<file path="config.mk">
export PLATFORM = sky130hd
export DESIGN_NAME = fetch_stage
export DESIGN_NICKNAME = d
export VERILOG_FILES = /design/src/rtl/fetch_stage.sv
export SDC_FILE = /design/constraint.sdc
export NUM_CORES = 1
export LEC_CHECK = 0
export BUFFER_PORTS_ARGS = -buffer_cell sky130_fd_sc_hd__clkbuf_2
export CAP_MARGIN = 30
export CORE_UTILIZATION = 41
export CTS_CLUSTER_DIAMETER = 120
export DETAILED_ROUTE_END_ITERATION = 12
export HOLD_SLACK_MARGIN = 0.06
export PLACE_DENSITY_LB_ADDON = 0.3
export SLEW_MARGIN = 20
export SYNTH_ARGS = -nofsm -noshare
export SYNTH_HDL_FRONTEND = slang
export SYNTH_SLANG_ARGS = --single-unit
</file>
<file path="constraint.sdc">
create_clock -name clk -period 2.2 [get_ports clk]
set_input_delay 0.11 -clock clk [delete_from_list [all_inputs] [get_ports clk]]
set_output_delay 0.11 -clock clk [all_outputs]
set_load 0.01 [all_outputs]
</file>
<file path="src/rtl/fetch_stage.sv">
// rtl/fetch_stage.sv - instruction fetch stage: PC, imem request, IF/ID register, HLT handling
//
// Optional build macro: FETCH_PERF_EN adds perf_fetch_cnt / perf_bubble_cnt.
//
// Ports:
//   clk             system clock, rising edge
//   rst             asynchronous active-high reset
//   stall           decode hazard: hold PC and IF/ID
//   redirect_valid  taken branch/JAL/JR from downstream (beats stall)
//   redirect_pc     redirect target
//   imem_re         instruction memory read request (RUN only, low in reset)
//   imem_addr       request word address (= pc)
//   imem_rdy        imem_data valid this cycle
//   imem_data       instruction word from memory
//   if_id_instr     registered instruction (0 when bubble)
//   if_id_pc_plus1  registered PC+1 of that instruction
//   if_id_valid     IF/ID holds a real instruction
//   opcode          if_id_instr[15:12] to the decoder
//   halted          fetch stopped on HLT
//   perf_fetch_cnt  (FETCH_PERF_EN) saturating capture count
//   perf_bubble_cnt (FETCH_PERF_EN) saturating bubble-insertion count
module fetch_stage #(
    parameter logic [15:0] RESET_PC = 16'h0000,
    parameter logic [3:0]  HLT_OP   = 4'b1111
) (
    input  logic        clk,
    input  logic        rst,
    input  logic        stall,
    input  logic        redirect_valid,
    input  logic [15:0] redirect_pc,
    output logic        imem_re,
    output logic [15:0] imem_addr,
    input  logic        imem_rdy,
    input  logic [15:0] imem_data,
    output logic [15:0] if_id_instr,
    output logic [15:0] if_id_pc_plus1,
    output logic        if_id_valid,
    output logic [3:0]  opcode,
    output logic        halted
`ifdef FETCH_PERF_EN
    ,
    output logic [15:0] perf_fetch_cnt,
    output logic [15:0] perf_bubble_cnt
`endif
);

    typedef enum logic {RUN = 1'b0, HALT = 1'b1} state_t;

    state_t      state, next_state;
    logic [15:0] pc, pc_n;
    logic [15:0] instr_n, pcp1_n;
    logic        valid_n, halted_n;
    logic [15:0] pc_inc;

    assign pc_inc    = pc + 16'd1;   // wraps 16'hFFFF -> 16'h0000
    assign imem_addr = pc;
    // Gate with rst so an outstanding request is dropped the moment reset rises.
    assign imem_re   = (state == RUN) && !rst;
    assign opcode    = if_id_instr[15:12];

    always_ff @(posedge clk or posedge rst) begin
        if (rst) begin
            state          <= RUN;
            pc             <= RESET_PC;
            if_id_instr    <= 16'h0000;
            if_id_pc_plus1 <= 16'h0000;
            if_id_valid    <= 1'b0;
            halted         <= 1'b0;
        end else begin
            state          <= next_state;
            pc             <= pc_n;
            if_id_instr    <= instr_n;
            if_id_pc_plus1 <= pcp1_n;
            if_id_valid    <= valid_n;
            halted         <= halted_n;
        end
    end

    always_comb begin
        next_state = state;
        pc_n       = pc;
        instr_n    = if_id_instr;
        pcp1_n     = if_id_pc_plus1;
        valid_n    = if_id_valid;
        case (state)
            RUN: begin
                if (redirect_valid) begin
                    // Flush; whatever memory returned this cycle is wrong-path.
                    pc_n    = redirect_pc;
                    instr_n = 16'h0000;
                    valid_n = 1'b0;
                end else if (stall) begin
                    // Hold everything; same address is re-requested next cycle.
                end else if (imem_rdy) begin
                    instr_n = imem_data;
                    pcp1_n  = pc_inc;
                    valid_n = 1'b1;
                    pc_n    = pc_inc;
                    if (imem_data[15:12] == HLT_OP)
                        next_state = HALT;
                end else begin
                    instr_n = 16'h0000;
                    valid_n = 1'b0;
                end
            end
            HALT: begin
                if (redirect_valid) begin
                    // HLT was speculative behind a taken branch.
                    pc_n       = redirect_pc;
                    next_state = RUN;
                    instr_n    = 16'h0000;
                    valid_n    = 1'b0;
                end else if (!stall) begin
                    // HLT word drains out of IF/ID once decode accepts it.
                    instr_n = 16'h0000;
                    valid_n = 1'b0;
                end
            end
            default: next_state = RUN;
        endcase
        halted_n = (next_state == HALT);
    end

`ifdef FETCH_PERF_EN
    logic fetch_inc, bubble_inc;

    assign fetch_inc  = (state == RUN) && !redirect_valid && !stall && imem_rdy;
    assign bubble_inc = (state == RUN) && (redirect_valid || (!stall && !imem_rdy));

    always_ff @(posedge clk or posedge rst) begin
        if (rst) begin
            perf_fetch_cnt  <= 16'h0000;
            perf_bubble_cnt <= 16'h0000;
        end else begin
            if (fetch_inc && perf_fetch_cnt != 16'hFFFF)
                perf_fetch_cnt <= perf_fetch_cnt + 16'd1;
            if (bubble_inc && perf_bubble_cnt != 16'hFFFF)
                perf_bubble_cnt <= perf_bubble_cnt + 16'd1;
        end
    end
`else
    // Counters not built.
`endif

endmodule

</file>
==> qor.yml, run 1 <==
timing:
  timing.final.max_slew_violations: 0
  relSlewSlack_pct: 63.2
  period_share_pct: 89.8
  finalClockSkew_ns: 0.00963
  fin_crit_ns: 1.97
  fmax_mhz: 506
  finalSetupTns_ns: 0
  hold_viol_final: 0
  rsz0062_at_grt: "no"
  worst_pin_slew_ns: 0.550
  finalSetupViolCount: 0
final_layout:
  fin_area_sq_um: 3250
  area_delta_synth_final_pct: 35.2
  layout.cells.non_filler: 433
  antenna_cells: 0
  drive_above_1_share_pct: 31.6
  utilization_pct: 58.4
  fin_nets: 398
  fill_cells: 534
grt:
  grt_pass1_vias: 2097
  grt_max_degree: 29
  grt_pass1_wl_um: 10000
  antenna_found_initial: 0
  overflow: 0
  track_usage_pct: 21.2
pwr:
  powerDensity_nw_per_um2: 674
  vdd_drop_max_v: 0.000312
  total_power_mw: 2.19
  p_leak_nw: 1.56
logic_synthesis:
  synth_top_area_cell: "dfrtp_1"
  syn_area_per_cell_sq_um: 9.62
  synth_common_cells: "dfrtp_1 (50), nand2_1 (35), o21ai_0 (26), a22o_1 (16)"
  yosysMostFrequentCell: "dfrtp_1"
  ys_ff_latch: 50
  synthTopCellsByArea: "dfrtp_1 (52%), a22o_1 (5.8%), nand2_1 (5.5%)"
  netlist_area_sq_um: 2410
  synth_top_area_share_pct: 52.0
  async_reset_ff_share_pct: 100
  ys_types: 37
  synthFlopType: "dfrtp_1"
  ys.warnings.count: 0
  netlist_instances: 250
  synth_nets: 288
  ys_seq_area_share_pct: 52.0
  synth_edf_count: 0
route:
  vias_per_cell: 5.21
  via_count: 2254
  first_pass_iters: 4
  drt-wirelength-per-cell_um: 14.5
  remaining_drc_errors: 0
  routed_wl_um: 6260
  drt_iter0_markers: 170
  ant_nets: 0
floorplan:
  fp.coreArea_sq_um: 5570
  start_util_pct: 43.2
  row_count: 27
  ios: 92
  die-area_sq_um: 6180
  die_w_um: 78.6
  fp.dieH_um: 78.6
place:
  dpl-instance-area_sq_um: 2940
  dpl.cell_count: 402
  portBuffers: 91
  hpwl_um: 4450
  gp_congestion: 0.831
clock_tree:
  cts_num_sinks: 50
  cts_tree: "built"
  clockRootBuffer: "clkbuf_8"
  clockBufferDepth: 2
  clk_pin_slew_ns: 0.09
  clk_latency_ns: 0.30
  cts_made_buffers: 5
  htreeDepth: 2
worst_setup_path:
  cp-end-kind: "flop"
  cp-start-kind: "flop"
  arrival_ns: 2.20
  cp_max_fo: 7
  cp.required_ns: 2.42
  crit_type: "reg -> reg"
outcome:
  status: "finished, final reports clean"
min_path:
  hold_class: "in -> reg"
run:
  max-cap-violations: 0
[path summary, 6_finish.rpt]
| path | endpoint | from | slack [ns] | cells after the start |
|---|---|---|---|---|
| max | imem_addr[15]$_DFFE_PP0P_ | state$_DFF_PP0_ | 0.23 | 4 |
| min | imem_addr[15]$_DFFE_PP0P_ | redirect_pc[15] | 0.07 | 3 |
| max reg2reg | imem_addr[15]$_DFFE_PP0P_ | state$_DFF_PP0_ | 0.23 | 4 |
| min reg2reg | if_id_pc_plus1[2]$_DFFE_PP0P_ | if_id_pc_plus1[2]$_DFFE_PP0P_ | 0.48 | 2 |
| max in group asynchronous | imem_addr[7]$_DFFE_PP0P_ | rst | 1.27 | 4 |
| min in group asynchronous | imem_addr[1]$_DFFE_PP0P_ | rst | 0.34 | 3 |
[sequential cells by signal, indices dropped and copies added (netlist names)]
name / cells
if_id_pc_plus1: 16
imem_addr: 16
if_id_valid: 1
if_id_instr: 16
state: 1
[cell type report]
| class | count | area, sq um | area share (%) |
|---|---|---|---|
| clock buffers | 6 | 72.6 | 2.23 |
| clock inverters | 2 | 13.8 | 0.423 |
| inverters | 2 | 7.51 | 0.231 |
| multi-input cells | 176 | 1050 | 32.2 |
| flip-flops and latches | 50 | 1250 | 38.5 |
| well taps | 72 | 90.1 | 2.77 |
| repair buffers | 125 | 772 | 23.7 |
[critical path: stages, from the launching register on]
cell and delay [ns]:
dfrtp_1 0.38, or3b_1 0.49, or3_4 0.38, or4_1 0.47, a31oi_1 0.18
[where the power goes]
part           switching, mW  internal [mW]  total, mW
Sequential             0.112           1.03       1.14
Clock                  0.305          0.225      0.530
Combinational          0.279          0.244      0.522
Total                  0.696           1.50       2.19
[through the flow]
step | hold slack (ns) | setup WS, ns
after floorplan | 0.231 | 0.206
after global placement | 0.106 | 0.290
after detailed placement | 0.109 | 0.244
after CTS | 0.0625 | 0.226
after global routing | 0.0640 | 0.161
final | 0.0683 | 0.225
[repair_timing]
| action | in CTS | in global routing |
|---|---|---|
| resized for setup | 0 | 0 |
| setup buffers | 0 | 0 |
| hold buffers | 23 | 0 |
| hold endpoints to repair | 37 | 0 |
[cells by family (layout without fill, tap and decap cells)]
family	Yosys count	in the layout	share of synthesized area, %
xor gates and xnor gates	18	18	6.55
adders and majority gates	1	1	0.520
and+or+nand+nor	94	94	19.3
buffers and inverters	24	135	4.52
DFF	50	50	52.0
AOI/OAI and AO/OA	62	62	16.7
muxes	1	1	0.416
[metal layers]
layer	wire length, um	global-route usage [%]	vias up
li1	-	-	1098
met1	2890	29.1	1056
met2	2940	33.7	94
met3	351	4.19	6
met4	80	6.48	0
met5	0	0	-
[cells in the final DEF, fill, tap and decap left out, types with 2 or more instances in the layout]
cell and instances:
clkbuf_2 91, dfrtp_1 50, nand2_1 35, o21ai_0 26, dlygate4sd3_1 23, a22o_1 16, xnor2_1 15, nor2_1 15
nand3_1 10, buf_4 10, a21oi_1 8, nor4_1 7, nand4_1 6, clkbuf_8 5, nor3_1 4, and3_1 3
xor2_1 3, nor2b_1 3, a31oi_1 3, o2bb2ai_1 3, a22oi_1 3, nor3b_1 2
No activity file was read; power rests on OpenSTA's default activity.
==> run 2: changes to the inputs <==
- REMOVE_ABC_BUFFERS: not set -> 1
==> run 2 against run 1 <==
Clock power rose by 46%. Hold slack better by 0.0059 ns. Largest cell class unchanged. Global-route usage up 0.77 points. Critical endpoint unchanged.
==> qor.yml, run 2 (same netlist as run 1, synthesis figures left out) <==
outcome:
  status: "finished, final reports clean"
pwr:
  p_int_mw: 1.73
  power_frac_seq_pct: 47.1
  vdd_drop_max_v: 0.000354
  power_frac_comb_pct: 21.2
  switching_power_uw: 705
  switching_share_pct: 29.0
  powerDensity_nw_per_um2: 731
  pwr-share-clk_pct: 31.7
  p_leak_nw: 1.59
worst_setup_path:
  cp_cell_sequence: "or3b_1 > or3_4 > or4_1 > a31oi_1"
  cp_max_fo: 8
  cp.required_ns: 2.43
  crit_type: "reg -> reg"
  critPathLaunch: "state$_DFF_PP0_"
  cp-end-kind: "flop"
  critPathSlowestCell: "dfrtp_1"
  worstReg2RegStart: "state$_DFF_PP0_"
  crit_path_max_incr_delay_ns: 0.47
  cp-start-kind: "flop"
  arrival_ns: 2.17
floorplan:
  fp.coreArea_sq_um: 5570
  die-area_sq_um: 6180
  start_util_pct: 43.2
  row_count: 27
  die_w_um: 78.6
  fp.dieH_um: 78.6
  ios: 92
grt:
  grt_max_degree: 20
  track_usage_pct: 22.0
  antenna_found_initial: 0
  grt_pass1_wl_um: 10300
  overflow: 0
  grt_pass1_vias: 2170
timing:
  hold_viol_final: 0
  hold-worst-slack_ns: 0.0741
  worst_pin_slew_ns: 0.497
  timing.final.max_slew_violations: 0
  finalClockSkew_ns: 0.00473
  relSlewSlack_pct: 66.6
  fmax_mhz: 515
  rsz0062_at_grt: "no"
  finalSetupTns_ns: 0
  fin_crit_ns: 1.94
  period_share_pct: 88.2
  finalSetupViolCount: 0
clock_tree:
  clockRootBuffer: "clkbuf_8"
  cts_made_buffers: 5
  cts_tree: "built"
  clk_pin_slew_ns: 0.09
  clockBufferDepth: 2
  postCtsResizedCells: 0
  htreeDepth: 2
  cts_num_sinks: 50
  clk_latency_ns: 0.30
  cts_setup_buffers: 0
route:
  routed_wl_um: 6370
  remaining_drc_errors: 0
  drt-wirelength-per-cell_um: 14.6
  via_count: 2235
  first_pass_iters: 4
  drt_iter0_markers: 172
  vias_per_cell: 5.13
  ant_nets: 0
run:
  max-cap-violations: 0
place:
  gp_congestion: 0.840
  portBuffers: 91
  hpwl_um: 4420
final_layout:
  final_common_cell: "clkbuf_2"
  antenna_cells: 0
  fin_nets: 401
  drive_above_1_share_pct: 31.6
  most-common-layout-cells: "clkbuf_2 (91), dfrtp_1 (50), nand2_1 (35), o21ai_0 (26), dlygate4sd3_1 (26)"
  fill_cells: 503
  area_delta_synth_final_pct: 38.4
min_path:
  min_from: "redirect_pc[12]"
  hold_class: "in -> reg"
run 2: final cells by class:
cell class | instances | area, sq um | share of cell area (%)
Clock buffer | 5 | 68.8 | 2.07
Tap cell | 72 | 90.1 | 2.70
Timing Repair Buffer | 128 | 798 | 24.0
Inverter | 2 | 7.51 | 0.225
Multi-Input combinational cell | 176 | 1050 | 31.4
Sequential cell | 50 | 1250 | 37.6
Clock inverter | 3 | 68.8 | 2.07
run 2: repair_timing:
item	4_1_cts	5_1_grt
hold buffers	26	0
endpoints found under the setup margin	0	0
hold endpoints to repair	42	0
run 2: worst max-delay path: cells and delay by family (launching register included):
family | cells | cell delay (ns)
DFF | 1 | 0.47
and+or+nand+nor | 3 | 1.23
AOI/OAI and AO/OA | 1 | 0.16
run 2: metrics by stage:
stage	instances	utilization [%]	setup WS [ns]	power, mW	area [sq um]
after floorplan	228	-	0.235	1.40	2300
after detailed placement	402	52.6	0.284	1.65	2930
after CTS	436	59.8	0.256	2.45	3330
final	436	59.8	0.259	2.43	3330
after global routing	436	59.8	0.153	2.56	3330
after global placement	402	52.6	0.317	1.63	2930
run 2: power by group through the flow:
| stage | clock, mW | sequential (mW) | combinational [mW] |
|---|---|---|---|
| finish | 0.772 | 1.15 | 0.515 |
| global route | 0.820 | 1.17 | 0.574 |
| CTS | 0.782 | 1.15 | 0.519 |
| detailed placement | 0 | 1.16 | 0.483 |
| global placement | 0 | 1.15 | 0.474 |
| floorplan | 0 | 1.20 | 0.204 |
run 2: path summary, 6_finish.rpt:
path                                             endpoint  slack [ns]  depth (start not counted)
max in group asynchronous  if_id_pc_plus1[10]$_DFFE_PP0P_        1.29                          4
min in group asynchronous      if_id_instr[4]$_DFFE_PP0P_        0.33                          3
max                             imem_addr[15]$_DFFE_PP0P_        0.26                          4
min                             imem_addr[12]$_DFFE_PP0P_        0.07                          3
min reg2reg                 if_id_pc_plus1[3]$_DFFE_PP0P_        0.49                          2
max reg2reg                     imem_addr[15]$_DFFE_PP0P_        0.26                          4
run 2: layer usage:
| layer | share of wire, % | up-vias | track usage [%] |
|---|---|---|---|
| li1 | - | 1108 | - |
| met1 | 43 | 1031 | 26.3 |
| met2 | 49 | 92 | 38.5 |
| met3 | 6.9 | 4 | 5.81 |
| met4 | 0.66 | 0 | 6.11 |
| met5 | 0 | - | 0 |
